--- config.mk ---
export PLATFORM = sky130hd
export DESIGN_NAME = serial_frame_deser
export DESIGN_NICKNAME = d
export VERILOG_FILES = /design/src/rtl/serial_frame_deser.sv
export SDC_FILE = /design/constraint.sdc
export NUM_CORES = 1
export LEC_CHECK = 0
export ABC_AREA = 1
export CORE_MARGIN = 2
export CORE_UTILIZATION = 50
export CTS_CLUSTER_SIZE = 30
export DETAILED_ROUTE_END_ITERATION = 8
export HOLD_SLACK_MARGIN = 0.1
export PLACE_DENSITY = 0.73
export SYNTH_ARGS = -nofsm -noshare
export SYNTH_HDL_FRONTEND = slang
export SYNTH_SLANG_ARGS = --single-unit
--- constraint.sdc ---
create_clock -name clk -period 2.8 [get_ports clk]
set_input_delay 0.42 -clock clk [delete_from_list [all_inputs] [get_ports clk]]
set_output_delay 0.42 -clock clk [all_outputs]
set_load 0.005 [all_outputs]
--- src/rtl/serial_frame_deser.sv ---
// Serial frame deserializer: hunts for a sync word in a qualified bit stream,
// then assembles MSB-first words into a small valid/ready output FIFO.
module serial_frame_deser #(
  parameter int unsigned       WIDTH           = 8,
  parameter int unsigned       SYNC_W          = 8,
  parameter logic [SYNC_W-1:0] SYNC_WORD       = SYNC_W'(8'hA5),
  parameter int unsigned       WORDS_PER_FRAME = 2,
  parameter int unsigned       DEPTH           = 4
) (
  input  logic             clk,
  input  logic             rst,
  input  logic             bit_in,
  input  logic             bit_en,
  output logic [WIDTH-1:0] m_data,
  output logic             m_valid,
  input  logic             m_ready,
  output logic             sync_lock,
  output logic             overflow,
  output logic [7:0]       frames_done
);

  localparam int unsigned HCW = $clog2(SYNC_W + 1);
  localparam int unsigned BCW = $clog2(WIDTH);
  localparam int unsigned WCW = $clog2(WORDS_PER_FRAME + 1);
  localparam int unsigned AW  = $clog2(DEPTH);
  localparam int unsigned CW  = AW + 1;

  typedef enum logic {HUNT, COLLECT} state_e;

  state_e            state_q, state_d;
  logic [SYNC_W-2:0] shreg_q, shreg_d;
  logic [HCW-1:0]    hunt_cnt_q, hunt_cnt_d;
  logic [WIDTH-2:0]  word_q, word_d;
  logic [BCW-1:0]    bit_cnt_q, bit_cnt_d;
  logic [WCW-1:0]    word_cnt_q, word_cnt_d;
  logic [7:0]        frames_q, frames_d;
  logic              ovf_q, ovf_d;
  logic              valid_q, valid_d;
  logic [AW-1:0]     rd_ptr_q, rd_ptr_d, wr_ptr_q, wr_ptr_d;
  logic [CW-1:0]     count_q, count_d;
  logic [WIDTH-1:0]  mem_q [DEPTH];

  logic [SYNC_W-1:0] shreg_nxt_c;
  logic [WIDTH-1:0]  push_word_c;
  logic              push_c, pop_c, full_c, accept_c;

  // Hunt / collect next-state logic; only bit_en cycles advance the datapath.
  always_comb begin
    state_d     = state_q;
    shreg_d     = shreg_q;
    hunt_cnt_d  = hunt_cnt_q;
    word_d      = word_q;
    bit_cnt_d   = bit_cnt_q;
    word_cnt_d  = word_cnt_q;
    frames_d    = frames_q;
    push_c      = 1'b0;
    shreg_nxt_c = {shreg_q, bit_in};
    push_word_c = {word_q, bit_in};
    if (bit_en) begin
      case (state_q)
        HUNT: begin
          shreg_d = shreg_nxt_c[SYNC_W-2:0];
          if (hunt_cnt_q != HCW'(SYNC_W)) hunt_cnt_d = hunt_cnt_q + HCW'(1);
          if (shreg_nxt_c == SYNC_WORD && hunt_cnt_q >= HCW'(SYNC_W - 1)) begin
            state_d    = COLLECT;
            bit_cnt_d  = '0;
            word_cnt_d = '0;
          end
        end
        COLLECT: begin
          word_d = push_word_c[WIDTH-2:0];
          if (bit_cnt_q == BCW'(WIDTH - 1)) begin
            push_c    = 1'b1;
            bit_cnt_d = '0;
            if (word_cnt_q == WCW'(WORDS_PER_FRAME - 1)) begin
              word_cnt_d = '0;
              frames_d   = frames_q + 8'd1;
              state_d    = HUNT;
              shreg_d    = '0;
              hunt_cnt_d = '0;
            end else begin
              word_cnt_d = word_cnt_q + WCW'(1);
            end
          end else begin
            bit_cnt_d = bit_cnt_q + BCW'(1);
          end
        end
        default: state_d = HUNT;
      endcase
    end
  end

  // FIFO bookkeeping; a pop in the same cycle frees room for a push when full.
  always_comb begin
    pop_c    = valid_q && m_ready;
    full_c   = (count_q == CW'(DEPTH));
    accept_c = push_c && (!full_c || pop_c);
    ovf_d    = push_c && full_c && !pop_c;
    rd_ptr_d = pop_c ? rd_ptr_q + AW'(1) : rd_ptr_q;
    wr_ptr_d = accept_c ? wr_ptr_q + AW'(1) : wr_ptr_q;
    count_d  = count_q + CW'(accept_c) - CW'(pop_c);
    valid_d  = (count_d != '0);
  end

  always_ff @(posedge clk or posedge rst) begin
    if (rst) begin
      state_q    <= HUNT;
      shreg_q    <= '0;
      hunt_cnt_q <= '0;
      word_q     <= '0;
      bit_cnt_q  <= '0;
      word_cnt_q <= '0;
      frames_q   <= '0;
      ovf_q      <= 1'b0;
      valid_q    <= 1'b0;
      rd_ptr_q   <= '0;
      wr_ptr_q   <= '0;
      count_q    <= '0;
      for (int unsigned i = 0; i < DEPTH; i++) mem_q[i] <= '0;
    end else begin
      state_q    <= state_d;
      shreg_q    <= shreg_d;
      hunt_cnt_q <= hunt_cnt_d;
      word_q     <= word_d;
      bit_cnt_q  <= bit_cnt_d;
      word_cnt_q <= word_cnt_d;
      frames_q   <= frames_d;
      ovf_q      <= ovf_d;
      valid_q    <= valid_d;
      rd_ptr_q   <= rd_ptr_d;
      wr_ptr_q   <= wr_ptr_d;
      count_q    <= count_d;
      if (accept_c) mem_q[wr_ptr_q] <= push_word_c;
    end
  end

  assign m_data      = mem_q[rd_ptr_q];
  assign m_valid     = valid_q;
  assign sync_lock   = (state_q == COLLECT);
  assign overflow    = ovf_q;
  assign frames_done = frames_q;

endmodule

==> results_dict.tcl, run 1 <==
set metrics [dict create \
    outcome "finished clean" \
    cts_tree "yes" \
    coreArea_um2 6460 \
    crit_path_max_fanout 10 \
    fmax_mhz 419 \
    reg2reg_to "m_valid$_DFF_PP0_" \
    drt_iter0_drc 162 \
    num_io_pins 24 \
    fin_nets 406 \
    hold_viol_final 0 \
    num_vias 2417 \
    crit_slowest_cell "clkdlybuf4s50_1" \
    rsz0062_at_grt "no" \
    yosys.area_share.simple_pct 18.3 \
    first_pass_iters 6 \
    start_util_pct 52.3 \
    cts_setup_buffers 0 \
    synthMuxAreaShare_pct 0 \
    slew_violations 0 \
    clk_latency_ns 0.34 \
    final_cell_mix "76 x nand2_1, 73 x dfrtp_1, 35 x inv_1, 34 x nor2_1, 26 x o21ai_0" \
    synth_nets 378 \
    synth_edf_count 0 \
    clk_pin_slew_ns 0.08 \
    cts_sinks 73 \
    drtAntennaViolNets 0 \
    yosysWarnings 0 \
    antenna_found_initial 0 \
    tns_ns 0 \
    synth-xor-area-share_pct 3.11 \
    postCtsHoldBufs 0 \
    worst_slew_pin_slew_ns 0.526 \
    cts_resized 0 \
    diodes 0 \
    crit_family "buffers and inverters" \
    crit_path_cell_trace "inv_1, o21ai_0, o22ai_1, clkdlybuf4s50_1" \
    drt-total-wl_mm 6.24 \
    leakagePower_nw 1.87 \
    fillCellCount 557 \
    grt_max_degree 31 \
    crit_path_start_kind "flip-flop" \
    overflow 0 \
    area_growth_syn_to_layout_pct 15.2 \
    worst-r2r-setup-slack_ns 0.48 \
    synth_cell_types 27 \
    worstSetupStartpoint "rd_ptr_q[1]$_DFFE_PP0P_" \
    hold_class "primary input to asynchronous set/reset pin" \
    reg2reg_from "bit_cnt_q[0]$_DFFE_PP0P_" \
    wire_per_inst_um 13.3 \
    fin_worst_skew_ns 0.00885 \
    maxCapViolations 0 \
    syn_avg_cell_area_um2 9.35 \
    synth_top_family_by_area "simple AND/OR/NAND/NOR gates" \
    r2r_cells 13 \
    post-route-min-period_ns 2.39 \
    track_usage_pct 19.3 \
    layout_commonest_cell "nand2_1" \
    ys_seq_area_share_pct 54.1 \
    crit_type "flip-flop to primary output" \
    grt_pass1_vias 2406 \
    grt_pass1_wl_mm 11.1 \
    whs_ns 0.399 \
    crit_required_ns 2.38 \
    dp_hpwl_mm 4.19 \
    relSlewSlack_pct 64.9 \
    cts_root_buf "clkbuf_8" \
    synth-adder-area-share_pct 4.67 \
    yosys_register_bits 73 \
    synth-compound-area-share_pct 12.9 \
    drc 0 \
    dominantRegCellSynth "dfrtp_1" \
    critical_path.max_stage_delay_ns 0.53 \
    cts_buffer_depth 2 \
    netlist_area_um2 3380 \
    numCtsBuffers 9 \
    dieArea_um2 7430 \
    power.density_nw_per_um2 975 \
    fin_crit_sh_pct 85.2 \
    rows 29 \
    h-tree-depth 3 \
    synthCells 361 \
    vias_per_cell 5.14 \
    setup_violations 0 \
    gp_congestion 0.792 \
    die_w_um 86.2 \
    cp-end-kind "primary output" \
    die_y_um 86.2 \
    path_buf_inv 2 \
    numPortBuffers 23 \
    cp.arrival_ns 1.97 \
    async_flop_share_pct 100 \
    peakVddDrop_mv 0.454 \
    drive_above_1_share_pct 10.4 \
]
## area by class of cell
class | instances | area, µm² | share of cell area, %
Clock buffer | 10 | 128 | 3.28
Clock inverter | 5 | 104 | 2.67
Timing Repair Buffer | 28 | 268 | 6.89
Inverter | 38 | 150 | 3.86
Sequential cell | 73 | 1830 | 47.0
Multi-Input combinational cell | 239 | 1320 | 33.8
Tap cell | 77 | 96.3 | 2.48
## state kept, by name, indices dropped and copies added, names as in the netlist
signal,cells
bit_cnt_q,3
count_q,3
frames_done,8
hunt_cnt_q,4
m_valid,1
mem_q,32
overflow,1
rd_ptr_q,2
shreg_q,7
sync_lock,1
word_cnt_q,2
word_q,7
wr_ptr_q,2
## synth_stat cells (3+ instances only)
cell type	instances	area [µm²]
a21oi_1	3	15.0
buf_2	4	20.0
buf_6	5	56.3
dfrtp_1	73	1830
ha_1	11	138
inv_1	36	135
nand2_1	76	285
nand2_4	6	67.6
nand3_1	14	70.1
nor2_1	34	128
o21ai_0	26	130
o21ai_1	25	125
o21ai_2	7	61.3
o22ai_1	14	87.6
xnor2_1	4	35.0
xor2_1	8	70.1
## cell families after synthesis
family,after synthesis
simple gates,139
flops,73
fa+ha+maj,12
xor+xnor,12
buf+inv,49
compound gates,76
## through the flow
step / total power, W / instances / area [µm²] / util (%) / worst slack, ns
floorplan: 0.00244 / 361 / 3380 / - / 0.527
global placement: 0.00280 / 455 / 3660 / 56.6 / 0.290
detailed placement: 0.00285 / 455 / 3660 / 56.6 / 0.241
CTS: 0.00383 / 470 / 3890 / 60.2 / 0.387
global route: 0.00410 / 470 / 3890 / 60.2 / 0.293
finish: 0.00379 / 470 / 3890 / 60.2 / 0.414
## power by group
group          switching (W)  total [W]  internal, W
Clock               0.000377   0.000967     0.000589
Combinational       0.000680    0.00121     0.000534
Sequential          0.000223    0.00161      0.00139
Total                0.00128    0.00379      0.00251
## metal layers
layer / vias to the layer above / share of wire [%] / track usage [%]
met5: - / 0 / 0
met4: 0 / 1.9 / 8.66
met3: 12 / 2.4 / 4.48
met2: 33 / 47 / 31.0
met1: 1152 / 49 / 25.0
li1: 1220 / - / -
## worst max path at each step
stage	endpoint	slack, ns	cells after the start
after global placement	m_valid$_DFF_PP0_	0.29	12
after detailed placement	m_valid$_DFF_PP0_	0.24	12
final	m_data[3]	0.41	4
after floorplan	bit_cnt_q[0]$_DFFE_PP0P_	0.53	1
after global routing	m_data[0]	0.29	4
after CTS	m_data[0]	0.39	4
No activity file was read; power rests on OpenSTA's default activity.
==> inputs of run 2 (changes only) <==
--- a/config.mk
+++ b/config.mk
@@ -10,6 +10,7 @@
 export CORE_UTILIZATION = 50
 export CTS_CLUSTER_SIZE = 30
 export DETAILED_ROUTE_END_ITERATION = 8
+export GPL_TIMING_DRIVEN = 1
 export HOLD_SLACK_MARGIN = 0.1
 export PLACE_DENSITY = 0.73
 export SYNTH_ARGS = -nofsm -noshare
==> results of run 2 <==
The final DEF is identical to that of run 1; final timing and power are the same.
==> inputs of run 3 (changes only) <==
--- a/config.mk
+++ b/config.mk
@@ -13,6 +13,7 @@
 export GPL_TIMING_DRIVEN = 1
 export HOLD_SLACK_MARGIN = 0.1
 export PLACE_DENSITY = 0.73
+export SLEW_MARGIN = 20
 export SYNTH_ARGS = -nofsm -noshare
 export SYNTH_HDL_FRONTEND = slang
 export SYNTH_SLANG_ARGS = --single-unit
==> results of run 3 <==
The final DEF is identical to that of run 1; final timing and power are the same.
